$ cat src/rtl/keypad_pkg.sv
// Shared types and helpers for the matrix keypad scanner.
// Holds the emit-engine state encoding, the debug struct and the legacy digit map.
package keypad_pkg;

  typedef enum logic [0:0] {
    IDLE = 1'b0,
    EMIT = 1'b1
  } kp_emit_state_t;

  typedef struct packed {
    kp_emit_state_t emit_state;
    logic           fifo_full;
  } kp_dbg_t;

  localparam int unsigned STABLE_W = 4;

  // Legacy 4x4 keycap layout: r0 1 2 3 A, r1 4 5 6 B, r2 7 8 9 C, r3 0 F E D.
  function automatic logic [3:0] hex_of_index(input logic [3:0] idx);
    logic [3:0] h;
    h = 4'h0;
    case (idx)
      4'd0:  h = 4'h1;
      4'd1:  h = 4'h2;
      4'd2:  h = 4'h3;
      4'd3:  h = 4'hA;
      4'd4:  h = 4'h4;
      4'd5:  h = 4'h5;
      4'd6:  h = 4'h6;
      4'd7:  h = 4'hB;
      4'd8:  h = 4'h7;
      4'd9:  h = 4'h8;
      4'd10: h = 4'h9;
      4'd11: h = 4'hC;
      4'd12: h = 4'h0;
      4'd13: h = 4'hF;
      4'd14: h = 4'hE;
      4'd15: h = 4'hD;
      default: h = 4'h0;
    endcase
    return h;
  endfunction

endpackage

$ cat src/rtl/kp_event_fifo.sv
// Synchronous event FIFO with a sticky drop flag.
// A push into a full FIFO is accepted only when a pop frees the head in the same cycle.
module kp_event_fifo #(
  parameter int WIDTH = 5,
  parameter int DEPTH = 4
) (
  input  logic             i_clk,
  input  logic             i_rst,
  input  logic             i_push,
  input  logic [WIDTH-1:0] i_data,
  input  logic             i_pop,
  output logic [WIDTH-1:0] o_data,
  output logic             o_full,
  output logic             o_empty,
  output logic             o_drop
);

  localparam int AW = $clog2(DEPTH);

  if (DEPTH < 2 || (DEPTH & (DEPTH - 1)) != 0) begin : g_chk_depth
    $error("kp_event_fifo: DEPTH must be a power of 2 and at least 2");
  end

  logic [WIDTH-1:0] r_mem [DEPTH];
  logic [AW:0]      r_wr_ptr;
  logic [AW:0]      r_rd_ptr;
  logic             r_drop;
  logic             w_do_pop;
  logic             w_do_push;

  // Extra pointer MSB distinguishes full from empty when the low bits match.
  assign o_empty   = (r_wr_ptr == r_rd_ptr);
  assign o_full    = (r_wr_ptr[AW] != r_rd_ptr[AW]) &&
                     (r_wr_ptr[AW-1:0] == r_rd_ptr[AW-1:0]);
  assign w_do_pop  = i_pop && !o_empty;
  assign w_do_push = i_push && (!o_full || w_do_pop);
  assign o_data    = r_mem[r_rd_ptr[AW-1:0]];
  assign o_drop    = r_drop;

  always_ff @(posedge i_clk) begin
    if (i_rst) begin
      r_wr_ptr <= '0;
      r_rd_ptr <= '0;
      r_drop   <= 1'b0;
    end else begin
      if (w_do_push) r_wr_ptr <= r_wr_ptr + 1'b1;
      if (w_do_pop)  r_rd_ptr <= r_rd_ptr + 1'b1;
      if (i_push && !w_do_push) r_drop <= 1'b1;
    end
  end

  always_ff @(posedge i_clk) begin
    if (w_do_push) r_mem[r_wr_ptr[AW-1:0]] <= i_data;
  end

endmodule

$ cat src/rtl/keypad_scanner.sv
// Matrix keypad scanner: column drive, frame debounce, per-key press/release events.
// Events leave through a FIFO: ev_valid = head present; a beat transfers on ev_valid && ev_ready, and ev_code/ev_press hold while stalled.
module keypad_scanner
  import keypad_pkg::*;
#(
  parameter  int NUM_ROWS        = 4,
  parameter  int NUM_COLS        = 4,
  parameter  int COL_CYCLES      = 100000,
  parameter  int SETTLE_CYCLES   = 8,
  parameter  int DEBOUNCE_FRAMES = 4,
  parameter  int FIFO_DEPTH      = 4,
  localparam int IDX_W           = $clog2(NUM_ROWS * NUM_COLS)
) (
  input  logic                clk,
  input  logic                rst,
  input  logic [NUM_ROWS-1:0] row_n,
  output logic [NUM_COLS-1:0] col_n,
  output logic                ev_valid,
  input  logic                ev_ready,
  output logic [IDX_W-1:0]    ev_code,
  output logic                ev_press,
  output logic                key_down,
  output logic [IDX_W-1:0]    held_code,
  output logic                overflow,
  output kp_dbg_t             dbg
);

  localparam int N     = NUM_ROWS * NUM_COLS;
  localparam int COL_W = (NUM_COLS > 1) ? $clog2(NUM_COLS) : 1;
  localparam int DW    = $clog2(COL_CYCLES);

  if (COL_CYCLES <= SETTLE_CYCLES + 1) begin : g_chk_settle
    $error("keypad_scanner: COL_CYCLES must exceed SETTLE_CYCLES+1");
  end
  if (NUM_COLS * COL_CYCLES < N + 2) begin : g_chk_frame
    $error("keypad_scanner: frame too short for the emit walk");
  end
  if (DEBOUNCE_FRAMES < 1 || DEBOUNCE_FRAMES > 15) begin : g_chk_deb
    $error("keypad_scanner: DEBOUNCE_FRAMES must be 1..15");
  end

  logic                r_run;
  logic [COL_W-1:0]    r_col_idx;
  logic [DW-1:0]       r_dwell;
  logic [N-1:0]        r_raw;
  logic [N-1:0]        r_prev;
  logic [N-1:0]        r_committed;
  logic [N-1:0]        r_diff;
  logic [STABLE_W-1:0] r_stable_cnt;
  logic [STABLE_W-1:0] w_stable_next;
  logic                w_sample;
  logic                w_frame_end;
  logic                w_commit;
  kp_emit_state_t      r_state;
  kp_emit_state_t      w_state_next;
  logic [IDX_W-1:0]    r_emit_idx;
  logic                w_last_idx;
  logic                w_push;
  logic [IDX_W:0]      w_fifo_din;
  logic [IDX_W:0]      w_fifo_dout;
  logic                w_fifo_full;
  logic                w_fifo_empty;
  logic [IDX_W-1:0]    w_held;

  // r_run gates the scan so the first post-reset cycle is frame cycle 0.
  assign col_n       = r_run ? ~(NUM_COLS'(1) << r_col_idx) : '1;
  assign w_sample    = r_run && (r_dwell == DW'(SETTLE_CYCLES));
  assign w_frame_end = r_run && (r_dwell == DW'(SETTLE_CYCLES + 1)) &&
                       (r_col_idx == COL_W'(NUM_COLS - 1));

  always_ff @(posedge clk) begin
    if (rst) begin
      r_run     <= 1'b0;
      r_col_idx <= '0;
      r_dwell   <= '0;
      r_raw     <= '0;
    end else begin
      r_run <= 1'b1;
      if (r_run) begin
        if (r_dwell == DW'(COL_CYCLES - 1)) begin
          r_dwell   <= '0;
          r_col_idx <= (r_col_idx == COL_W'(NUM_COLS - 1)) ? '0 : r_col_idx + 1'b1;
        end else begin
          r_dwell <= r_dwell + 1'b1;
        end
        if (w_sample) begin
          for (int r = 0; r < NUM_ROWS; r++) begin
            for (int c = 0; c < NUM_COLS; c++) begin
              if (r_col_idx == COL_W'(c)) r_raw[r*NUM_COLS+c] <= ~row_n[r];
            end
          end
        end
      end
    end
  end

  assign w_stable_next = (r_raw != r_prev) ? STABLE_W'(1) :
                         (r_stable_cnt >= STABLE_W'(DEBOUNCE_FRAMES)) ? STABLE_W'(DEBOUNCE_FRAMES) :
                         r_stable_cnt + 1'b1;
  assign w_commit = w_frame_end && (w_stable_next == STABLE_W'(DEBOUNCE_FRAMES)) &&
                    (r_raw != r_committed);

  always_ff @(posedge clk) begin
    if (rst) begin
      r_prev       <= '0;
      r_committed  <= '0;
      r_diff       <= '0;
      r_stable_cnt <= '0;
    end else if (w_frame_end) begin
      r_prev       <= r_raw;
      r_stable_cnt <= w_stable_next;
      if (w_commit) begin
        r_diff      <= r_raw ^ r_committed;
        r_committed <= r_raw;
      end
    end
  end

  assign w_last_idx = (r_emit_idx == IDX_W'(N - 1));

  always_ff @(posedge clk) begin
    if (rst) begin
      r_state    <= IDLE;
      r_emit_idx <= '0;
    end else begin
      r_state <= w_state_next;
      if (r_state == EMIT) r_emit_idx <= w_last_idx ? '0 : r_emit_idx + 1'b1;
    end
  end

  always_comb begin
    w_state_next = r_state;
    case (r_state)
      IDLE:    if (w_commit) w_state_next = EMIT;
      EMIT:    if (w_last_idx) w_state_next = IDLE;
      default: w_state_next = IDLE;
    endcase
  end

  // r_committed cannot change during the walk, so it supplies the event polarity.
  always_comb begin
    w_push     = 1'b0;
    w_fifo_din = {r_emit_idx, r_committed[r_emit_idx]};
    if (r_state == EMIT) w_push = r_diff[r_emit_idx];
  end

  kp_event_fifo #(
    .WIDTH(IDX_W + 1),
    .DEPTH(FIFO_DEPTH)
  ) u_fifo (
    .i_clk  (clk),
    .i_rst  (rst),
    .i_push (w_push),
    .i_data (w_fifo_din),
    .i_pop  (ev_valid && ev_ready),
    .o_data (w_fifo_dout),
    .o_full (w_fifo_full),
    .o_empty(w_fifo_empty),
    .o_drop (overflow)
  );

  assign ev_valid            = !w_fifo_empty;
  assign {ev_code, ev_press} = w_fifo_dout;

  always_comb begin
    w_held = '0;
    for (int i = N - 1; i >= 0; i--) begin
      if (r_committed[i]) w_held = IDX_W'(i);
    end
  end

  assign key_down       = |r_committed;
  assign held_code      = w_held;
  assign dbg.emit_state = r_state;
  assign dbg.fifo_full  = w_fifo_full;

endmodule

$ cat config.mk
export PLATFORM = sky130hd
export DESIGN_NAME = keypad_scanner
export DESIGN_NICKNAME = d
export VERILOG_FILES = /design/src/rtl/keypad_pkg.sv /design/src/rtl/kp_event_fifo.sv /design/src/rtl/keypad_scanner.sv
export SDC_FILE = /design/constraint.sdc
export NUM_CORES = 1
export LEC_CHECK = 0
export BUFFER_PORTS_ARGS = -buffer_cell sky130_fd_sc_hd__buf_2
export CAP_MARGIN = 20
export CELL_PAD_IN_SITES_DETAIL_PLACEMENT = 0
export CELL_PAD_IN_SITES_GLOBAL_PLACEMENT = 2
export CORE_ASPECT_RATIO = 1.25
export CORE_UTILIZATION = 42
export DETAILED_ROUTE_END_ITERATION = 16
export PLACE_DENSITY = 0.92
export SETUP_SLACK_MARGIN = 0.05
export SLEW_MARGIN = 20
export SYNTH_ARGS = -nofsm -noshare
export SYNTH_HDL_FRONTEND = slang
export SYNTH_SLANG_ARGS = --single-unit
$ cat constraint.sdc
create_clock -name clk -period 6 [get_ports clk]
set_clock_uncertainty 0.1 [all_clocks]
set_input_delay 0 -clock clk [delete_from_list [all_inputs] [get_ports clk]]
set_output_delay 0 -clock clk [all_outputs]
set_load 0.01 [all_outputs]
# Word-level counts from Yosys, hierarchy flattened
# Memory sizes are Yosys's and may differ from the RTL's. A register that Yosys moved wholly into a read port is not among the register bits.
# Index checks and enable logic that the tools add are counted.
classes:
  add_sub_neg: 6
  magnitude_cmp: 2
  n_eq_ne: 13
  shifts: 1
  n_mux: 35
  bitwise: 7
  n_reduce_logical: 22
ops:
  columns: ["op", "count"]
  rows:
  - ["2-to-1 mux 4 bit", 20]
  - ["equality test 17 x 4 -> 1 bit (second input constant)", 2]
  - ["!= test 16 bit", 2]
  - ["adder 17 x 1 -> 17 bit (second input constant)", 1]
  - ["equality test 17 bit (second input constant)", 1]
  - ["2-to-1 mux 17 bit", 1]
  - ["OR reduction 16 bit", 1]
  - ["XOR 16 bit", 1]
  - ["AND reduction 3 bit", 4]
  - ["logical AND 1 bit", 10]
  - ["adder 4 x 1 -> 4 bit (second input constant)", 2]
  - ["binary-select mux 1 bit (select 4 bit)", 2]
  - ["2-to-1 mux 1 bit", 8]
  - ["adder 3 x 1 -> 3 bit (second input constant)", 2]
  - ["2-to-1 mux 2 bit", 3]
  - ["< comparator 4 x 5 -> 1 bit (second input constant)", 1]
  - ["NOT 1 bit", 5]
  - ["equality test 2 bit (second input constant)", 2]
  - ["equality test 4 x 3 -> 1 bit (second input constant)", 1]
  - ["equality test 4 bit (second input constant)", 1]
  - [">= comparator 4 x 3 -> 1 bit (second input constant)", 1]
  - ["NOT 4 bit", 1]
  - ["AND reduction 2 bit", 2]
  - ["left shift 1 x 2 -> 4 bit (first input constant)", 1]
  - ["other kinds (9)", 11]
totals:
  regBits: 100
  ramBits: 20
  input_bits: 7
  output_inout_bits: 18
  wordCells: 103
  mem_count: 1
mem_list:
  columns: ["name", "depth", "word_bits", "rd", "rd_clocked_by_memory_dff", "write_ports", "line_no", "source"]
  rows:
  - ["u_fifo.r_mem", 4, 5, 1, 1, 1, "kp_event_fifo.sv:24", "logic [WIDTH-1:0] r_mem [DEPTH];"]

# Depth between registers and ports, before layout
logic_depth:
  depth_word: 16
  depth_mapped: 9
  ltp_nobuf: 7

# Hierarchy
# Synthesis repeated with hierarchy kept, for this count alone.
unflattened:
  hier_cells: 611
  hier_area_um2: 5733.0
by_module_without_submodules:
  columns: ["module", "n_inst", "cells_per_inst", "area_per_inst_um2", "seq_area_each_um2"]
  rows:
  - ["keypad_scanner", 1, 537, 4540.6, 1861.8]
  - ["kp_event_fifo", 1, 74, 1192.4, 780.7]

# Least setup slack after synthesis
# OpenSTA, ideal clock, no wires.
synth_timing:
  path_kind: "reg-to-reg"
  from: "register r_emit_idx[0]"
  to: "register u_fifo.r_wr_ptr[2]"
  setup_ns: 0.123
  arrival_time_ns: 1.932
  required_time_ns: 5.777
  slack_ns: 3.844
  path_stages_with_launch: 7
  path_buffers: 1
  period_less_slack_ns: 2.156
  path_cell_list: "dfxtp_1 -> buf_2 -> nand3b_1 -> o2111ai_2 -> a211oi_4 -> and2_4 -> mux2_1"
synth_via:
  elab_chain_cells: 4
synth_lines:
  columns: ["item", "line_no", "source"]
  rows:
  - ["from (decl)", "keypad_scanner.sv:56", "logic [IDX_W-1:0] r_emit_idx;"]
  - ["from (signal assigned)", "keypad_scanner.sv:127", "if (r_state == EMIT) r_emit_idx <= w_last_idx ? '0 : r_emit_idx + 1'b1;"]
  - ["binary-select mux 1 bit (select 4 bit)", "keypad_scanner.sv:144", "if (r_state == EMIT) w_push = r_diff[r_emit_idx];"]
  - ["2-to-1 mux 1 bit (implied by the code)", "keypad_scanner.sv:144", null]
  - ["2-to-1 mux 1 bit", "keypad_scanner.sv:144", null]
  - ["logical AND 1 bit", "kp_event_fifo.sv:36", "assign w_do_push = i_push && (!o_full || w_do_pop);"]
  - ["to (signal assigned)", "kp_event_fifo.sv:46", "if (w_do_push) r_wr_ptr <= r_wr_ptr + 1'b1;"]
  - ["to (decl)", "kp_event_fifo.sv:25", "logic [AW:0] r_wr_ptr;"]
# No other way between the ends. The select of a mux whose other input is x is not followed.
# A chain may end at the register's enable or synchronous reset.

# Final worst setup path
# Same ends and word-level chain as after synthesis.

==> results.tsv <==
stage	metric	value	unit
run_status	status	complete, no violations	
critical_path	critical register-to-register path endpoint	u_fifo.r_wr_ptr[2]	
critical_path	Crit Path Category	reg -> reg	
synth	most frequent cells after synthesis	sky130_fd_sc_hd__dfxtp_1 (102), sky130_fd_sc_hd__a21oi_1 (75), sky130_fd_sc_hd__nand2_1 (71)	
route	number of DRC violations after detailed-routing iteration 0	204	
placed_design	detailed-placement wirelength estimate	9210	um
clock_tree	number of buffers created by CTS	17	
sta	final total negative setup slack	0	ns
critical_path	Critical Path, Cell by Cell	mux4_2, mux2_2, nand2_2, a211oi_4, and2_4, mux2_1	
global_route	maximum number of pins on one net before global-route repair	57	
synth	top post-synthesis cells by area	sky130_fd_sc_hd__dfxtp_1 (35%), sky130_fd_sc_hd__edfxtp_1 (10%), sky130_fd_sc_hd__a21oi_1 (6.5%)	
placed_design	number of buffers inserted by port buffering	24	
finish	P&R area growth vs syn	14.1	%
sta	worst-case headroom to the max-slew limit	39.9	%
critical_path	cell with the largest stage delay on the worst path	sky130_fd_sc_hd__dfxtp_1	
route	detailed-route wire length	12800	um
global_route	overflow left after global routing	0	
clock_tree	clock latency at the later pin of the worst-skew pair	0.42	ns
synth	Synthesized Nets	636	
critical_path	logic depth of the worst register-to-register path	6	
clock_tree	clock net sink count	122	
synth	synthesized netlist cell count	615	
floorplan	floorplan die height	133	um
hold_path	Worst Hold Class	in -> reg	
sta	total of endpoints with negative setup slack in the final report	0	
synth	Post-Synthesis Mean Instance Area	9.44	um^2
global_route	via count of the first global-routing pass	4286	
floorplan	starting density of the core	43.5	%
global_route	initial antenna violation count	0	
global_route	first-pass GRT wire length	21200	um
synth	most frequent cell after synthesis	sky130_fd_sc_hd__dfxtp_1	
synth	Seq/Total Area, Yosys	45.5	%
route	Avg WL per Cell	15.7	um
sta	portion of the clock cycle consumed by the worst path in the final layout	43.9	%
hold_path	Hold Crit Start	row_n[1]	
floorplan	die area	14300	um^2
placed_design	routability congestion estimate	0.797	
synth	cell type with the highest aggregate area in the netlist	sky130_fd_sc_hd__dfxtp_1	
critical_path	FF-to-FF Start	r_emit_idx[0]	
clock_tree	maximum root-to-sink buffer count	2	
floorplan	Cell Rows	47	
sta	time the worst path needs with I/O delays and setup	2.63	ns
critical_path	number of buffers and inverters on the critical path	0	
finish	share of layout cells above drive strength 1	15.7	%
sta	number of max-slew violations in the final report	0	
power	overall power of the completed layout	1.91	mW
critical_path	startpoint kind of the worst setup timing path	flop	
route	via density per instance	5.38	
critical_path	slowest stage delay, CP	0.82	ns
critical_path	kind of cell adding the most delay to the critical path	multiplexers	
finish	final-stage net count	653	
floorplan	x dimension of the die	107	um
power	power density over the cells	288	nW/um^2
global_route	overall global routing resource usage	19.2	%
synth	number of synthesis warnings	0	
sta	number of failing hold endpoints at the final stage	0	
hold_path	Hold Path Stages	4	
finish	diode insertion count for antenna repair	0	
floorplan	total I/O pin count	25	
synth	most instantiated flip-flop cell in the synthesis netlist	sky130_fd_sc_hd__dfxtp_1	
sta	peak clock frequency supported by timing	380	MHz
critical_path	required time of the worst setup path	6.20	ns
clock_tree	clock-pin slew of the registers on the worst-case setup and hold paths	0.06	ns
sta	RSZ-0062 raised after global routing	no	
synth	register bit count reported by yosys	122	
route	remaining routing DRC violations	0	
finish	final-layout fill cell count	1214	
synth	Post-synth EDFFs	20	
critical_path	Max FO, Critical Path	18	
power	Leak	2.27	nW
critical_path	arrival time of the worst setup path	2.83	ns
floorplan	area of the core region	13300	um^2
clock_tree	PostCTS Resize Cnt	0	
clock_tree	clock root buffer	sky130_fd_sc_hd__clkbuf_16	
route	Initial DRT Pass Iterations	4	
hold_path	Hold EP	r_raw[4]	
clock_tree	TritonCTS clock tree	done	
sta	transition time at the pin with the least slew margin	0.901	ns
synth	number of library cell types mapped by synthesis	56	
power	Worst VDD drop	0.172	mV
critical_path	type of element capturing the critical path	flop	
clock_tree	count of H-tree levels built during CTS	4	
critical_path	worst reg-to-reg setup slack	3.37	ns
synth	combined area of all synthesized cells	5810	um^2
route	antenna-violating nets left	0	
route	Vias	4393	
sta	Worst Hold Margin	0.344	ns
synth	share of async-settable or async-resettable flops after synthesis	0	%
flow_run	maximum capacitance violations	0	
synth	portion of synthesized cell area occupied by the leading cell type	35.2	%
tightest hold or removal path: cells and delay by family:
kind                   cells  cell delay (ns)
AO/OA/AOI/OAI              1             0.05
AND/OR/NAND/NOR            1             0.11
buffers and inverters      2             0.64
metal layers:
metal	vias to the layer above	wire length [um]	part of all wire, %	global-route usage (%)
met5	-	0	0	0
met2	57	6670	52	33.7
met3	16	338	2.6	4.79
met1	2125	5610	44	22.6
li1	2195	-	-	-
met4	0	206	1.6	6.47
sequential cells by signal, indices dropped and copies added, names as in the netlist, named ones only:
register,cells
u_fifo.r_mem,20
r_dwell,17
r_committed,16
r_diff,16
r_prev,16
r_raw,16
r_emit_idx,4
r_stable_cnt,4
u_fifo.r_rd_ptr,3
u_fifo.r_wr_ptr,3
r_col_idx,2
r_run,1
r_state,1
u_fifo.o_drop,1
final cells by class:
class | count | area, um^2 | share of cell area (%)
clock buffers | 17 | 425 | 6.42
well taps | 171 | 214 | 3.23
clock inverters | 15 | 189 | 2.85
multi-input cells | 445 | 2910 | 43.9
inverters | 14 | 52.6 | 0.793
repair buffers | 32 | 195 | 2.95
flip-flops and latches | 122 | 2640 | 39.9
per-stage QoR:
| stage | instances | util (%) | worst slack, ns | cell area (um^2) |
|---|---|---|---|---|
| detailed placement | 778 | 44.6 | 3.27 | 5950 |
| floorplan | 615 | - | 3.84 | 5810 |
| finish | 816 | 49.6 | 3.37 | 6630 |
| CTS | 816 | 49.6 | 3.25 | 6630 |
| global route | 816 | 49.6 | 3.18 | 6630 |
| global placement | 777 | 44.5 | 3.27 | 5940 |
worst max path at each step:
stage / start / endpoint / depth (start not counted)
detailed placement: r_run / r_diff[15] / 5
global placement: r_dwell[16] / r_stable_cnt[1] / 6
floorplan: r_emit_idx[0] / u_fifo.r_wr_ptr[2] / 6
CTS: r_run / r_diff[15] / 5
finish: r_emit_idx[0] / u_fifo.r_wr_ptr[2] / 6
global route: r_emit_idx[0] / u_fifo.r_wr_ptr[2] / 6
cells by family (layout without fill, tap and decap cells):
| logic type | after synthesis | count (layout) | share of synthesized area [%] |
|---|---|---|---|
| AOI/OAI and AO/OA | 120 | 120 | 12.3 |
| xor gates and xnor gates | 52 | 52 | 7.84 |
| adders and majority gates | 14 | 14 | 3.02 |
| buffers and inverters | 48 | 78 | 4.44 |
| DFF | 122 | 122 | 45.5 |
| muxes | 22 | 22 | 6.64 |
| and+or+nand+nor | 237 | 237 | 20.3 |
layout by cell type (no fill, tap or decap), drive strengths merged, types with 13 or more instances in the layout:
cell    Yosys  final
nand4      13     13
mux4       13     13
a21oi      75     75
dfxtp     102    102
xor2       16     16
nor3       22     22
inv        14     19
xnor2      36     36
or2        17     17
nand3      33     33
o21ai      22     22
clkbuf     16     17
nand2      72     72
nor2       46     46
edfxtp     20     20
buf        18     26
ha         14     14
repair_timing:
action,CTS,global route
buffers inserted,0,0
endpoints found under the hold margin,27,0
hold buffers,6,0
report_power, final:
| group | leakage, nW | switching [mW] | internal, mW |
|---|---|---|---|
| logic | 0.970 | 0.0166 | 0.00831 |
| registers | 1.01 | 0.00386 | 0.831 |
| clock network | 0.295 | 0.391 | 0.660 |
No activity file was read; power rests on OpenSTA's default activity.
